--- config.mk ---
export PLATFORM = sky130hd
export DESIGN_NAME = uart_regbank
export DESIGN_NICKNAME = d
export VERILOG_FILES = /design/src/rtl/uart_regbank_pkg.sv /design/src/rtl/uart_regbank_hold_buf.sv /design/src/rtl/uart_regbank.sv
export SDC_FILE = /design/constraint.sdc
export NUM_CORES = 1
export LEC_CHECK = 0
export CORE_UTILIZATION = 50
export DETAILED_ROUTE_END_ITERATION = 12
export GPL_TIMING_DRIVEN = 1
export PLACE_DENSITY_LB_ADDON = 0.3
export SLEW_MARGIN = 20
export SYNTH_ARGS = -nofsm -noshare
export SYNTH_HDL_FRONTEND = slang
export SYNTH_SLANG_ARGS = --single-unit
--- constraint.sdc ---
create_clock -name clk -period 2.25 [get_ports clk]
set_input_delay 0.45 -clock clk [delete_from_list [all_inputs] [get_ports clk]]
set_output_delay 0.45 -clock clk [all_outputs]
set_load 0.05 [all_outputs]
--- src/rtl/uart_regbank_pkg.sv ---
// Shared constants and types for the UART register bank.
package uart_regbank_pkg;

  // Register slot addresses (low two address bits).
  localparam logic [1:0] ADDR_STATUS  = 2'd0;
  localparam logic [1:0] ADDR_INTMASK = 2'd1;
  localparam logic [1:0] ADDR_DATA    = 2'd2;
  localparam logic [1:0] ADDR_BAUDDIV = 2'd3;

  // STATUS bit positions.
  localparam int ST_RX_FULL  = 0;
  localparam int ST_TX_EMPTY = 1;
  localparam int ST_RX_OVR   = 2;
  localparam int ST_TX_OVF   = 3;

  // Decoded kind of the bus access presented this cycle.
  typedef enum logic [1:0] {
    ACC_NONE = 2'd0,
    ACC_RD   = 2'd1,
    ACC_WR   = 2'd2,
    ACC_ERR  = 2'd3
  } access_t;

endpackage

--- src/rtl/uart_regbank_hold_buf.sv ---
// Single-entry holding buffer.
// Handshake: a push is accepted when the buffer is empty or is popped in the
// same cycle; otherwise the pushed word is dropped and 'drop' pulses for that
// cycle. A pop on an empty buffer has no effect.
module hold_buf #(
  parameter int W = 8
) (
  input  logic         clk,
  input  logic         rst_n,
  input  logic         push,
  input  logic         pop,
  input  logic [W-1:0] din,
  output logic         full,
  output logic [W-1:0] dout,
  output logic         drop
);

  logic accept;

  assign accept = push & (~full | pop);
  assign drop   = push & full & ~pop;

  // Occupancy and data: a same-cycle push+pop reloads, a lone pop empties.
  always_ff @(posedge clk or negedge rst_n) begin
    if (!rst_n) begin
      full <= 1'b0;
      dout <= '0;
    end else if (accept) begin
      full <= 1'b1;
      dout <= din;
    end else if (pop) begin
      full <= 1'b0;
    end
  end

endmodule

--- src/rtl/uart_regbank.sv ---
// Register bank and bus slave for the serial peripheral: STATUS, INTMASK,
// DATA (TX/RX holding buffers) and BAUDDIV, with registered ack/err/rdata.
module uart_regbank
  import uart_regbank_pkg::*;
#(
  parameter int DATA_W    = 8,
  parameter int ADDR_W    = 2,
  parameter int DIV_RESET = 26
) (
  input  logic              clk,
  input  logic              rst_n,
  input  logic              cs,
  input  logic              we,
  input  logic              re,
  input  logic [ADDR_W-1:0] addr,
  input  logic [DATA_W-1:0] wdata,
  output logic [DATA_W-1:0] rdata,
  output logic              ack,
  output logic              err,
  output logic [DATA_W-1:0] tx_data,
  output logic              tx_valid,
  input  logic              tx_ready,
  input  logic [DATA_W-1:0] rx_data,
  input  logic              rx_valid,
  output logic [DATA_W-1:0] baud_div,
  output logic              irq
);

  access_t           kind;
  logic [1:0]        slot;
  logic              addr_hi;
  logic              wr_status, wr_data, rd_data;
  logic              rx_full, rx_drop, tx_drop;
  logic [DATA_W-1:0] rx_dout;
  logic              rx_ovr, tx_ovf;
  logic [3:0]        intmask;
  logic [3:0]        status;
  logic [DATA_W-1:0] rd_val;

  assign slot    = addr[1:0];
  assign addr_hi = (ADDR_W > 2) ? |(addr >> 2) : 1'b0;

  // Classify the access; strobe conflicts and out-of-map slots are errors.
  always_comb begin
    kind = ACC_NONE;
    if (cs && (we || re)) begin
      if ((we && re) || addr_hi) kind = ACC_ERR;
      else if (we)               kind = ACC_WR;
      else                       kind = ACC_RD;
    end
  end

  assign wr_status = (kind == ACC_WR) && (slot == ADDR_STATUS);
  assign wr_data   = (kind == ACC_WR) && (slot == ADDR_DATA);
  assign rd_data   = (kind == ACC_RD) && (slot == ADDR_DATA);

  hold_buf #(.W(DATA_W)) u_tx (
    .clk   (clk),
    .rst_n (rst_n),
    .push  (wr_data),
    .pop   (tx_ready),
    .din   (wdata),
    .full  (tx_valid),
    .dout  (tx_data),
    .drop  (tx_drop)
  );

  hold_buf #(.W(DATA_W)) u_rx (
    .clk   (clk),
    .rst_n (rst_n),
    .push  (rx_valid),
    .pop   (rd_data),
    .din   (rx_data),
    .full  (rx_full),
    .dout  (rx_dout),
    .drop  (rx_drop)
  );

  assign status = {tx_ovf, rx_ovr, ~tx_valid, rx_full};

  // Read mux over pre-update register state; empty RX reads as zero.
  always_comb begin
    rd_val = '0;
    case (slot)
      ADDR_STATUS:  rd_val = DATA_W'(status);
      ADDR_INTMASK: rd_val = DATA_W'(intmask);
      ADDR_DATA:    rd_val = rx_full ? rx_dout : '0;
      default:      rd_val = baud_div;
    endcase
  end

  // Bus response: ack/err one cycle after the access, rdata only for reads.
  always_ff @(posedge clk or negedge rst_n) begin
    if (!rst_n) begin
      ack   <= 1'b0;
      err   <= 1'b0;
      rdata <= '0;
    end else begin
      ack   <= (kind != ACC_NONE);
      err   <= (kind == ACC_ERR);
      rdata <= (kind == ACC_RD) ? rd_val : '0;
    end
  end

  // Writable registers; sticky flags set on drop, W1C, set wins a collision.
  always_ff @(posedge clk or negedge rst_n) begin
    if (!rst_n) begin
      intmask  <= 4'h0;
      baud_div <= DATA_W'(DIV_RESET);
      rx_ovr   <= 1'b0;
      tx_ovf   <= 1'b0;
    end else begin
      if ((kind == ACC_WR) && (slot == ADDR_INTMASK)) intmask <= wdata[3:0];
      if ((kind == ACC_WR) && (slot == ADDR_BAUDDIV)) baud_div <= wdata;
      rx_ovr <= rx_drop | (rx_ovr & ~(wr_status & wdata[ST_RX_OVR]));
      tx_ovf <= tx_drop | (tx_ovf & ~(wr_status & wdata[ST_TX_OVF]));
    end
  end

  // Interrupt is a registered view of the masked status bits.
  always_ff @(posedge clk or negedge rst_n) begin
    if (!rst_n) irq <= 1'b0;
    else        irq <= |(status & intmask);
  end

endmodule

==> results.md <==
- Run status: completed
- Maximum achievable frequency: 0.474 GHz
- Wire length of the first global-routing pass: 6.42 mm
- Most crowded layer after global routing: met2
- Mapped Nets: 155
- Worst-path cell chain: clkdlybuf4s50_1
- TritonCTS clock tree: done
- Area grow syn2layout: 37.3%
- Worst VDD drop: 0.659 mV
- Detail-routed net length per standard cell: 16.1 um
- Number of warnings issued by yosys: 0
- Clock root cell: sky130_fd_sc_hd__clkbuf_8
- Vias: 1303
- Number of buffers created by CTS: 5
- Dpl ws: 0.125 ns
- Vert. Die Dim: 62.8 um
- WL final: 3.84 mm
- Crit path buffers/inverters: 1
- Number of top-level pins: 53
- CP top delay family: buffers and inverters
- Flop and latch count out of synthesis: 43
- Cell with the largest stage delay on the worst path: sky130_fd_sc_hd__clkdlybuf4s50_1
- Setup TNS Final: 0 ns
- Clock-pin slew reported for the worst setup and hold paths after clock tree synthesis: 0.07 ns
- Vias per Instance: 5.47
- Via count of the first global-routing pass: 1304
- Starting Density: 0.537
- Unique cell type count in the Yosys netlist: 34
- Number of hold violations in the final report: 0
- Antenna diodes: 0
- Post-cts sizing count: 0
- Total die area: 3950 um^2
- Worst Skew: 0.00359 ns
- Placed cell areas: 2460 um^2
- Total of endpoints with negative setup slack in the final report: 0
- Crit path kind: register to output pin
- Count of buffers from port buffering: 52
- Arrival time at the worst endpoint: 1.66 ns
- Final instance area: 2540 um^2
- All-layer global routing usage: 0.218
- Remaining design rule violation count: 0
- Fraction of synthesized cell area taken by the top area cell type: 0.541
- Number of nets at the end of the flow: 216
- Number of max-cap violations: 0
- Sequential-to-total area share from yosys stat: 0.584
- Max H-tree Level: 2
- Number of cells produced by synthesis: 130
- Static Leak: 0.00105 uW
- Violation count after the first detailed-route iteration: 39
- Placer Congestion: 0.834
- Maximum number of pins on one net before global-route repair: 21
- Type of destination of the critical path: output pin
- Hold crit path type: input port to asynchronous set/reset pin
- Cell Pwr Density: 870 nW/um^2
- Setup WS post-layout: 0.142 ns
- Die Width: 62.8 um
- Antenna Nets Post-Route: 0
- Leading cell types by total area after synthesis: sky130_fd_sc_hd__dfrtp_1 54%, sky130_fd_sc_hd__mux2_2 17%, sky130_fd_sc_hd__dfstp_2 4.3%
- Most frequent cells in the layout: 51 x sky130_fd_sc_hd__clkdlybuf4s50_1, 40 x sky130_fd_sc_hd__dfrtp_1, 28 x sky130_fd_sc_hd__mux2_2
- Worst-margin pin slew: 0.541 ns
- Hold-fix buffers at CTS: 0
- Number of clock sinks: 43
- Pins over their slew limit: 0
- Clk Latency, worst-skew pair: 0.29 ns
- Leading cell type in the layout, fill and taps excluded: sky130_fd_sc_hd__clkdlybuf4s50_1
- Cell taking the most area after synthesis: sky130_fd_sc_hd__dfrtp_1
- Leftover overflow at the end of global routing: 0
- CP max stage delay: 0.81 ns
- FP Rows: 21
- Synth Cell Area: 1850 um^2
- Buffer count from post-CTS setup fixing: 0
- Required arrival time at the worst endpoint: 1.80 ns
- GRT met3 Usage: 0.0620
- Period utilisation layout: 0.937
- Setup repair after global routing missed its margin: false
- CORE AREA: 3440 um^2
- Minimum clock period after layout: 2.11 ns
- DP HPWL: 2.96 mm
- Global routing usage on met2: 0.364
- Fraction of layout cells with a size suffix above 1: 0.271
- Crit Path Max Fanout: 3
- Post-Syn Area per Cell: 14.2 um^2
- Number of antenna violations at the first check in global routing: 0
- Relative slew margins: 0.638
- Detailed Routing Iterations Pass 1: 4
- Global Route met1 Usage: 0.261
- Worst Hold Slack: 0.0313 ns
- Worst-case clock buffer depth: 2
- CP Launch Type: register
## final timing paths
check	start	end	slack (ns)	cells after the start
min	rst_n	rdata[5]	0.03	1
max in group asynchronous	rst_n	baud_div[1]	1.62	2
max	baud_div[4]	baud_div[4]	0.14	1
max reg2reg	u_tx.full	u_tx.dout[7]	0.83	4
min reg2reg	u_rx.dout[0]	u_rx.dout[0]	0.51	1
min in group clk	u_rx.dout[0]	u_rx.dout[0]	0.51	1
## through the flow
step           instances   util  total power, uW
4_1_cts              238  0.738             2230
3_3_place_gp         230  0.714             1740
3_5_place_dp         230  0.714             1770
6_report             238  0.738             2210
5_1_grt              238  0.738             2310
2_1_floorplan        130      -             1480
## cell type report
type                    instances  area, um^2
clock buffers                   7        76.3
clock inverters                 1        5.00
fillers                       229         903
inverters                       3        11.3
multi-input cells              79         728
flip-flops and latches         43        1080
well taps                      46        57.6
repair buffers                 59         581
## worst reg2reg max path: cells and delay by family (launching register included)
family | cells | cell delay (ns)
DFF | 1 | 0.42
buffers and inverters | 1 | 0.19
muxes | 1 | 0.35
and+or+nand+nor | 2 | 0.34
## layer usage
layer  vias up  share of wire
met5         -              0
met4         0          0.027
met3        10          0.046
met2        40           0.50
met1       655           0.43
li1        598              -
## cell families (layout without fill, tap and decap cells)
logic type | Yosys count | after routing | share of synthesized area
DFF | 43 | 43 | 0.584
muxes | 30 | 30 | 0.188
and+or+nand+nor | 29 | 29 | 0.118
AOI/OAI and AO/OA | 20 | 20 | 0.0873
buffers and inverters | 8 | 70 | 0.0223
## flip-flops by register name, indices dropped and copies added (netlist names), 4 cells and up
name	flops
baud_div	8
intmask	4
rdata	8
u_rx.dout	8
u_tx.dout	8
## synth_stat cells
cell type                   instances
sky130_fd_sc_hd__nor3_4             1
sky130_fd_sc_hd__mux2_2            28
sky130_fd_sc_hd__o21a_1             1
sky130_fd_sc_hd__nand4b_2           2
sky130_fd_sc_hd__a211oi_1           4
sky130_fd_sc_hd__o21ai_0            1
sky130_fd_sc_hd__nand2b_1           1
sky130_fd_sc_hd__and2_0             1
sky130_fd_sc_hd__dfstp_2            3
sky130_fd_sc_hd__and4bb_2           1
sky130_fd_sc_hd__dfrtp_1           40
sky130_fd_sc_hd__buf_2              3
sky130_fd_sc_hd__mux2i_1            1
sky130_fd_sc_hd__a32o_1             1
sky130_fd_sc_hd__buf_4              2
sky130_fd_sc_hd__and3_1             1
sky130_fd_sc_hd__nor3b_1            1
sky130_fd_sc_hd__a221o_1            1
sky130_fd_sc_hd__a21oi_1            3
sky130_fd_sc_hd__mux4_2             1
sky130_fd_sc_hd__a2111oi_1          1
sky130_fd_sc_hd__o22ai_4            1
sky130_fd_sc_hd__a22oi_1            4
sky130_fd_sc_hd__inv_1              3
sky130_fd_sc_hd__nand2_1            5
sky130_fd_sc_hd__a2bb2oi_1          1
sky130_fd_sc_hd__a21o_1             1
sky130_fd_sc_hd__nor2_1             4
sky130_fd_sc_hd__nand4_4            1
sky130_fd_sc_hd__o21bai_1           1
sky130_fd_sc_hd__nand4b_1           2
sky130_fd_sc_hd__and2b_1            1
sky130_fd_sc_hd__nor2b_1            5
sky130_fd_sc_hd__nand3b_1           3
## power by group
| part | switching (uW) | internal, uW | total [uW] |
|---|---|---|---|
| sequential | 91.4 | 922 | 1010 |
| clock | 240 | 218 | 457 |
| combinational | 427 | 310 | 737 |
| total | 758 | 1450 | 2210 |
(Power assumes the default switching activity.)
